## src/rtl/seg_scan_ctrl.sv

```systemverilog
// Scan controller for an 8-digit common-anode seven-segment display.
// Drives one digit per slot from a per-frame snapshot of VALUE/CTRL.
module seg_scan_ctrl #(
    parameter int unsigned DIV = 50000,
    parameter int unsigned GAP = 16
) (
    input  logic        clk,
    input  logic        rst_n,
    input  logic        we,
    input  logic        re,
    input  logic        addr,
    input  logic [31:0] wdata,
    output logic [31:0] rdata,
    output logic [7:0]  an,
    output logic [6:0]  seg,
    output logic        dp_n
);

    localparam int unsigned CNT_MAX = (DIV > GAP) ? DIV : GAP;
    localparam int unsigned CW      = $clog2(CNT_MAX + 1);

    localparam logic [0:0] S_BLANK = 1'b0;
    localparam logic [0:0] S_DRIVE = 1'b1;

    localparam logic [7:0] AN_OFF  = 8'hFF;
    localparam logic [6:0] SEG_OFF = 7'h7F;

    // CPU-visible registers; CTRL is kept as its three live fields only
    logic [31:0]   r_value;
    logic [7:0]    r_en_mask;
    logic          r_lz_blank;
    logic [7:0]    r_dp_mask;
    logic [31:0]   r_rdata;

    // Per-frame shadows used by the scan path
    logic [31:0]   r_sh_value;
    logic [7:0]    r_sh_en_mask;
    logic          r_sh_lz_blank;
    logic [7:0]    r_sh_dp_mask;

    logic [0:0]    r_state;
    logic [2:0]    r_idx;
    logic [CW-1:0] r_cnt;

    logic [7:0]    r_an;
    logic [6:0]    r_seg;
    logic          r_dp_n;

    logic [0:0]    w_state_nxt;
    logic [2:0]    w_idx_nxt;
    logic [CW-1:0] w_cnt_nxt;
    logic [CW-1:0] w_cnt_eff;
    logic          w_last;
    logic          w_snap;

    logic [31:0]   w_val_src;
    logic [7:0]    w_en_src;
    logic          w_lz_src;
    logic [7:0]    w_dp_src;
    logic [7:0]    w_nz_from;
    logic [3:0]    w_nib;
    logic          w_lit;

    logic [7:0]    w_an_nxt;
    logic [6:0]    w_seg_nxt;
    logic          w_dp_n_nxt;

    logic [31:0]   w_ctrl_rd;

    function automatic logic [6:0] hex_code(input logic [3:0] n);
        logic [6:0] c;
        case (n)
            4'h0: c = 7'h3F;
            4'h1: c = 7'h06;
            4'h2: c = 7'h5B;
            4'h3: c = 7'h4F;
            4'h4: c = 7'h66;
            4'h5: c = 7'h6D;
            4'h6: c = 7'h7D;
            4'h7: c = 7'h07;
            4'h8: c = 7'h7F;
            4'h9: c = 7'h6F;
            4'hA: c = 7'h77;
            4'hB: c = 7'h7C;
            4'hC: c = 7'h39;
            4'hD: c = 7'h5E;
            4'hE: c = 7'h79;
            default: c = 7'h71;
        endcase
        return c;
    endfunction

    assign w_ctrl_rd = {8'h00, r_dp_mask, 7'h00, r_lz_blank, r_en_mask};

    // Register file; a read in the same cycle as a write returns the old value
    always_ff @(posedge clk or negedge rst_n) begin
        if (!rst_n) begin
            r_value    <= '0;
            r_en_mask  <= 8'hFF;
            r_lz_blank <= 1'b0;
            r_dp_mask  <= '0;
            r_rdata    <= '0;
        end else begin
            if (we) begin
                if (addr) begin
                    r_en_mask  <= wdata[7:0];
                    r_lz_blank <= wdata[8];
                    r_dp_mask  <= wdata[23:16];
                end else begin
                    r_value <= wdata;
                end
            end
            if (re) begin
                r_rdata <= addr ? w_ctrl_rd : r_value;
            end
        end
    end

    // A zero counter in BLANK only occurs right after reset; it stands for a full gap
    assign w_cnt_eff = ((r_state == S_BLANK) && (r_cnt == '0)) ? CW'(GAP) : r_cnt;
    assign w_last    = (w_cnt_eff <= CW'(1));

    always_comb begin
        w_state_nxt = r_state;
        w_idx_nxt   = r_idx;
        w_cnt_nxt   = w_cnt_eff - CW'(1);
        w_snap      = 1'b0;
        case (r_state)
            S_BLANK: begin
                if (w_last) begin
                    w_state_nxt = S_DRIVE;
                    w_idx_nxt   = r_idx + 3'd1;
                    w_cnt_nxt   = CW'(DIV);
                    w_snap      = (r_idx == 3'd7);
                end
            end
            default: begin
                if (w_last) begin
                    w_state_nxt = S_BLANK;
                    w_cnt_nxt   = CW'(GAP);
                end
            end
        endcase
    end

    always_ff @(posedge clk or negedge rst_n) begin
        if (!rst_n) begin
            r_state <= S_BLANK;
            r_idx   <= 3'd7;
            r_cnt   <= '0;
        end else begin
            r_state <= w_state_nxt;
            r_idx   <= w_idx_nxt;
            r_cnt   <= w_cnt_nxt;
        end
    end

    always_ff @(posedge clk or negedge rst_n) begin
        if (!rst_n) begin
            r_sh_value    <= '0;
            r_sh_en_mask  <= 8'hFF;
            r_sh_lz_blank <= 1'b0;
            r_sh_dp_mask  <= '0;
        end else if (w_snap) begin
            r_sh_value    <= r_value;
            r_sh_en_mask  <= r_en_mask;
            r_sh_lz_blank <= r_lz_blank;
            r_sh_dp_mask  <= r_dp_mask;
        end
    end

    // The digit being entered at a frame start must see the snapshot being taken
    assign w_val_src = w_snap ? r_value    : r_sh_value;
    assign w_en_src  = w_snap ? r_en_mask  : r_sh_en_mask;
    assign w_lz_src  = w_snap ? r_lz_blank : r_sh_lz_blank;
    assign w_dp_src  = w_snap ? r_dp_mask  : r_sh_dp_mask;

    // w_nz_from[k]: some nibble in k..7 is non-zero
    always_comb begin
        w_nz_from    = '0;
        w_nz_from[7] = |w_val_src[31:28];
        for (int k = 6; k >= 0; k--) begin
            w_nz_from[k] = w_nz_from[k+1] | (|w_val_src[k*4 +: 4]);
        end
    end

    assign w_nib = w_val_src[{w_idx_nxt, 2'b00} +: 4];
    assign w_lit = w_en_src[w_idx_nxt] &&
                   !(w_lz_src && (w_idx_nxt != 3'd0) && !w_nz_from[w_idx_nxt]);

    always_comb begin
        w_an_nxt   = AN_OFF;
        w_seg_nxt  = SEG_OFF;
        w_dp_n_nxt = 1'b1;
        if ((w_state_nxt == S_DRIVE) && w_lit) begin
            w_an_nxt   = ~(8'd1 << w_idx_nxt);
            w_seg_nxt  = ~hex_code(w_nib);
            w_dp_n_nxt = ~w_dp_src[w_idx_nxt];
        end
    end

    always_ff @(posedge clk or negedge rst_n) begin
        if (!rst_n) begin
            r_an   <= AN_OFF;
            r_seg  <= SEG_OFF;
            r_dp_n <= 1'b1;
        end else begin
            r_an   <= w_an_nxt;
            r_seg  <= w_seg_nxt;
            r_dp_n <= w_dp_n_nxt;
        end
    end

    assign rdata = r_rdata;
    assign an    = r_an;
    assign seg   = r_seg;
    assign dp_n  = r_dp_n;

endmodule
```

## config.mk

```make
export PLATFORM = sky130hd
export DESIGN_NAME = seg_scan_ctrl
export DESIGN_NICKNAME = d
export VERILOG_FILES = /design/src/rtl/seg_scan_ctrl.sv
export SDC_FILE = /design/constraint.sdc
export NUM_CORES = 1
export LEC_CHECK = 0
export ABC_AREA = 0
export CAP_MARGIN = 20
export CORE_UTILIZATION = 40
export CTS_BUF_LIST = sky130_fd_sc_hd__clkbuf_2 sky130_fd_sc_hd__clkbuf_4 sky130_fd_sc_hd__clkbuf_8
export DETAILED_ROUTE_END_ITERATION = 16
export DONT_BUFFER_PORTS = 1
export GPL_TIMING_DRIVEN = 0
export SLEW_MARGIN = 30
export SYNTH_ARGS = -nofsm -noshare
export SYNTH_HDL_FRONTEND = slang
export SYNTH_SLANG_ARGS = --single-unit
```

## constraint.sdc

```tcl
create_clock -name clk -period 5.4 [get_ports clk]
set_input_delay 0.54 -clock clk [delete_from_list [all_inputs] [get_ports clk]]
set_output_delay 0.54 -clock clk [all_outputs]
set_load 0.05 [all_outputs]
```

==> results of run 1 <==
==> cell type report <==
class / instances / area (µm²)
clock buffer: 20 / 269
inverter: 41 / 154
tap: 265 / 332
buffer: 42 / 200
clock inverter: 12 / 174
multi-input combinational: 516 / 3500
fill: 1870 / 10700
timing repair buffer: 1 / 27.5
sequential: 166 / 4200
==> critical path, stage by stage (launching register included) <==
cell and delay, ns:
dfrtp_1 0.45, or4_4 0.59, nor4_1 0.68, a21oi_1 0.19, nor2_2 0.53, clkinv_1 0.55
nand2_1 0.34, o221ai_1 0.18, a2bb2oi_2 0.25, inv_1 0.16, ha_1 0.22, nor2_1 0.06
a21o_1 0.20, a211o_1 0.27, o211ai_2 0.09
==> Yosys cell counts (all sizes together), types with 3 or more instances <==
master and n:
nand2 122, mux2i 45, nor3 10, nor2 48, and3 4, a211oi 6
ha 10, a221o 4, buf 17, a22oi 3, a31o 4, or4 8
xor2 4, mux2 55, dfstp 35, clkbuf 25, a21oi 32, nand2b 3
a221oi 5, mux4 3, nand3 15, xnor2 10, or2 3, nand3b 15
dfrtp 131, o22ai 3, nand4 9, o21ai 38, or3 5, inv 39
nor4 13, a21o 5, o211ai 6, o31ai 4
==> power by group <==
part	leakage (nW)	switching (W)	internal (W)
Clock	0.227	0.000499	0.000504
Sequential	1.99	0.000223	0.00134
Combinational	1.75	0.0000852	0.0000813
Total	3.97	0.000807	0.00192
==> state kept, by name, summed over array words and instances, names as in the netlist <==
signal,count
r_cnt,16
r_sh_en_mask,8
r_idx,3
rdata,32
dp_n,1
r_state,1
an,8
r_en_mask,8
r_sh_value,32
seg,7
r_value,32
r_lz_blank,1
r_sh_lz_blank,1
r_sh_dp_mask,8
r_dp_mask,8
==> kinds of logic (layout without fill, tap and decap cells) <==
group | count (synthesis) | count (layout)
AND/OR/NAND/NOR | 261 | 261
flip-flops | 166 | 166
AO/OA/AOI/OAI | 128 | 128
multiplexers | 103 | 103
buffers and inverters | 83 | 116
XOR/XNOR | 14 | 14
adder cells (fa/ha/maj) | 10 | 10
==> through the flow <==
step	area (µm²)	util [%]	setup WS, ns	total power [W]
after global routing	8850	45.2	0.193	0.00284
after CTS	8850	45.2	0.608	0.00275
after global placement	8380	42.8	0.549	0.00172
after floorplan	8050	-	1.51	0.00165
after detailed placement	8380	42.8	0.631	0.00172
final	8850	45.2	0.525	0.00273
==> worst paths after layout <==
kind / slack (ns) / to / depth (start not counted) / startpoint
max in group asynchronous: 4.67 / r_sh_dp_mask[3]$_DFF_PN0_ / 1 / rst_n
setup / recovery: 0.53 / seg[0]$_DFF_PN1_ / 14 / r_cnt[9]$_DFF_PN0_
min in group clk: 0.21 / r_value[12]$_DFFE_PN0P_ / 1 / wdata[12]
hold reg to reg: 0.47 / r_sh_en_mask[3]$_DFF_PN1_ / 2 / r_sh_en_mask[3]$_DFF_PN1_
hold / removal: 0.07 / r_cnt[10]$_DFF_PN0_ / 1 / rst_n
setup reg to reg: 0.53 / seg[0]$_DFF_PN1_ / 14 / r_cnt[9]$_DFF_PN0_
==> metal layers <==
metal  track usage (%)  vias to the layer above  share of wire (%)
met1              30.0                     2918                 48
met3              4.27                       23                5.8
met4              7.33                        0                1.6
met2              32.8                      180                 45
met5                 0                        -                  0
li1                  -                     2721                  -
==> what timing repair did <==
item / in CTS / in global routing
hold buffers: 1 / 0
hold endpoints to repair: 166 / 0
endpoints found under the setup margin: 0 / 0
==> results_dict.tcl, run 1 <==
set metrics [dict create \
    p_leak_nw 3.97 \
    final_nets 832 \
    ys_warn_count 0 \
    synth_cell_type_count 73 \
    die_area_mm2 0.0207 \
    fin_hold_ws_ns 0.0735 \
    vias_per_cell 5.50 \
    dpl.hpwl_um 14700 \
    syn_to_final_growth_pct 9.97 \
    cap_violations 0 \
    clk_latency_ns 0.47 \
    max_freq_mhz 205 \
    yosysSeqAreaShare_pct 52.2 \
    synth_top_family_by_area "simple AND/OR/NAND/NOR gates" \
    antennaDiodeCount 0 \
    antenna_found_initial 0 \
    synthAdderAreaFrac_pct 1.55 \
    dr.first_iter.drc_count 411 \
    dieHeight_um 144 \
    endpoint_kind "register" \
    yosys.area_share.simple_pct 15.4 \
    numCtsBuffers 17 \
    drive_above_1_share_pct 20.2 \
    worstSetupStartpointType "register" \
    grt_start_max_net_pins 167 \
    grtUsageTotal_pct 21.4 \
    gp_congestion 0.862 \
    num_vias 5842 \
    synth_edf_count 0 \
    wl_per_cell_um 19.4 \
    worst_pin_slew_ns 0.851 \
    finalHoldViolCount 0 \
    async_flop_share_pct 100 \
    ctsHtreeMaxLevel 4 \
    yosys.area_share.xor_xnor_pct 1.52 \
    grt_pass1_wl_um 33200 \
    grt_pass1_vias 5894 \
    syn_area_mm2 0.00805 \
    design.core.area_mm2 0.0196 \
    pin_count 85 \
    layout_commonest_cell "dfrtp_1" \
    synth.area.mux_share_pct 14.4 \
    fp.dieW_um 144 \
    synth_top_area_cell "dfrtp_1" \
    firstDrtPassIters 5 \
    power_density_mw_per_mm2 308 \
    tritoncts "done" \
    slew_headroom_pct 41.7 \
    dominantRegCellSynth "dfrtp_1" \
    fin_tns_setup_ns 0 \
    path_class "register to register" \
    instances_no_fill 1063 \
    critical_path_arrival_ns 5.25 \
    setup_viol 0 \
    required_ns 5.78 \
    portBuffers 0 \
    wl_um 20700 \
    syn-instance-count 765 \
    drt.antenna.violating_nets 0 \
    vdd_drop_max_mv 0.188 \
    synthTopCellsByArea "dfrtp_1 41%, dfstp_2 11%, mux2_2 7.3%" \
    hold_path.class "input pin to asynchronous set/reset pin" \
    cp_max_fo 10 \
    root_buffer "clkbuf_8" \
    rows 51 \
    cts_sinks 166 \
    syn-num-nets 812 \
    syn_avg_cell_area_um2 10.5 \
    cts_buffer_depth 2 \
    yosysTopAreaCellShare_pct 40.7 \
    post_cts_resized 0 \
    synth_compound_area_share_pct 10.6 \
    clkTransAtPathRegs_ns 0.09 \
    grt_overflow 0 \
    start_util_pct 41.1 \
    ys_seq_elements 166 \
    finalCritPeriodShare_pct 90.3 \
    remaining_drc_errors 0 \
    fin_crit_ns 4.87 \
    clock_skew_ns 0.0189 \
    status "finished, final reports clean" \
    rsz0062_at_grt "no" \
    post_cts_buffers 0 \
    final_max_slew_viol_count 0 \
    layout_common_cells "131 x dfrtp_1, 122 x nand2_1, 52 x mux2_2, 46 x nor2_1, 44 x mux2i_1" \
    dp.cells 1030 \
]
Power figures use the tool's default switching activity.
==> inputs of run 2 (changes only) <==
Settings changed: PLACE_DENSITY from default to 0.61.
==> run 2 against run 1 <==
Critical endpoint unchanged. Clock skew fell by 0.0074 ns. Critical path depth did not move. Sequential power barely moved. Largest cell class unchanged. Clock power barely moved. Register-to-register slack got worse by 0.08 ns. First-iteration DRC count fell by 17%. Global-route usage rose by 0.057 points. Total power barely moved. Sequential cell count did not move.
==> results_dict.tcl, run 2 (same netlist as run 1, synthesis figures left out) <==
set metrics [dict create \
    p_sw_w 0.000831 \
    p_clk_share_pct 36.9 \
    numCtsBuffers 17 \
    dr.max_layer_used "met4" \
    required_ns 5.78 \
    drt.antenna.violating_nets 0 \
    tritoncts "done" \
    wl_met3_um 1190 \
    pwr-share-seq_pct 57.1 \
    die_area_mm2 0.0207 \
    grt_pass1_vias 5817 \
    clkTransAtPathRegs_ns 0.10 \
    grtUsageTotal_pct 21.4 \
    layout_commonest_cell "dfrtp_1" \
    reg2reg_slack_ns 0.45 \
    finalCritPeriodShare_pct 91.7 \
    setup_ws_ns 0.449 \
    cp_max_fo 10 \
    layout_common_cells "131 x dfrtp_1, 122 x nand2_1, 52 x mux2_2, 46 x nor2_1, 44 x mux2i_1" \
    ctsHtreeMaxLevel 4 \
    clk_latency_ns 0.46 \
    rows 51 \
    remaining_drc_errors 0 \
    wl_per_cell_um 19.3 \
    root_buffer "clkbuf_8" \
    slew_headroom_pct 42.1 \
    max_freq_mhz 202 \
    post_cts_buffers 0 \
    cap_violations 0 \
    worst_pin_slew_ns 0.844 \
    final_max_slew_viol_count 0 \
    wl_um 20500 \
    dr.first_iter.drc_count 342 \
    dieHeight_um 144 \
    fp.dieW_um 144 \
    clock_skew_ns 0.0115 \
    start_util_pct 41.1 \
    gp_congestion 0.894 \
    post_cts_resized 0 \
    comb_power_share_pct 6.0 \
    timing.rr.start "r_cnt[9]$_DFF_PN0_" \
    power_switching_share_pct 30.5 \
    met1_length_um 9720 \
    fin_hold_ws_ns 0.0728 \
    rsz0062_at_grt "no" \
    power_density_mw_per_mm2 308 \
    grt_start_max_net_pins 167 \
    grt_pass1_wl_um 33100 \
    grt_overflow 0 \
    endpoint_kind "register" \
    place_area_mm2 0.00838 \
    hold_path.class "input pin to asynchronous set/reset pin" \
    finalHoldViolCount 0 \
    fin_tns_setup_ns 0 \
    syn_to_final_growth_pct 9.95 \
    fin_crit_ns 4.95 \
    pin_count 85 \
    final_nets 832 \
    antennaDiodeCount 0 \
    dpl.hpwl_um 14700 \
    cts_buffer_depth 2 \
    dp_slack_ns 0.632 \
    path_class "register to register" \
    antenna_found_initial 0 \
    design.core.area_mm2 0.0196 \
    reg2reg_depth 14 \
    firstDrtPassIters 6 \
    drive_above_1_share_pct 20.2 \
    cts_hold_buf 1 \
    fin_util_pct 45.2 \
    timing.rr.end "seg[0]$_DFF_PN1_" \
    num_vias 5793 \
    cts_sinks 166 \
    portBuffers 0 \
    setup_viol 0 \
    vias_per_cell 5.45 \
    critical_path_arrival_ns 5.33 \
    worstSetupStartpointType "register" \
    p_leak_nw 3.96 \
    met2_wirelength_um 9020 \
    fin_area_mm2 0.00885 \
    status "finished, final reports clean" \
    vdd_drop_max_mv 0.178 \
    internal_power_w 0.00190 \
]
-- run 2: worst max-delay path by stage --
stage                        from                to  slack (ns)  depth (start not counted)
4_1_cts        r_cnt[9]$_DFF_PN0_  seg[0]$_DFF_PN1_        0.61                         14
3_5_place_dp   r_cnt[9]$_DFF_PN0_  seg[0]$_DFF_PN1_        0.63                         14
3_3_place_gp   r_cnt[9]$_DFF_PN0_  seg[0]$_DFF_PN1_        0.61                         14
6_report       r_cnt[9]$_DFF_PN0_  seg[0]$_DFF_PN1_        0.45                         14
5_1_grt        r_cnt[9]$_DFF_PN0_  seg[0]$_DFF_PN1_        0.15                         13
2_1_floorplan  r_cnt[9]$_DFF_PN0_  seg[0]$_DFF_PN1_        1.51                         16
-- run 2: stage by stage --
stage          power (W)  cells
2_1_floorplan    0.00165    765
3_3_place_gp     0.00172   1030
3_5_place_dp     0.00172   1030
4_1_cts          0.00276   1063
5_1_grt          0.00284   1063
6_report         0.00273   1063
-- run 2: per-layer routing --
| metal | vias up | track usage (%) |
|---|---|---|
| met5 | - | 0 |
| met4 | 0 | 8.96 |
| met3 | 32 | 4.77 |
| met2 | 162 | 31.1 |
| met1 | 2873 | 30.7 |
| li1 | 2726 | - |
-- run 2: power groups by stage --
| stage | logic, W | registers (W) | clock network (W) |
|---|---|---|---|
| global placement | 0.000139 | 0.00158 | 0 |
| floorplan | 0.000117 | 0.00154 | 0 |
| CTS | 0.000170 | 0.00156 | 0.00103 |
| detailed placement | 0.000142 | 0.00158 | 0 |
| global route | 0.000188 | 0.00157 | 0.00109 |
| finish | 0.000165 | 0.00156 | 0.00101 |
-- run 2: final cells by class --
cell class	count	area [µm²]
sequential	166	4200
clock inverter	15	208
tap	265	332
timing repair buffer	1	27.5
clock buffer	17	234
fill	1865	10700
inverter	41	154
multi-input combinational	516	3500
buffer	42	200
-- run 2: critical path, cell delays in order, from the launching register on --
cell and delay, ns:
dfrtp_1 0.45, or4_4 0.60, nor4_1 0.76, a21oi_1 0.20, nor2_2 0.52, clkinv_1 0.54
nand2_1 0.36, o221ai_1 0.18, a2bb2oi_2 0.25, inv_1 0.16, ha_1 0.22, nor2_1 0.06
a21o_1 0.20, a211o_1 0.27, o211ai_2 0.09
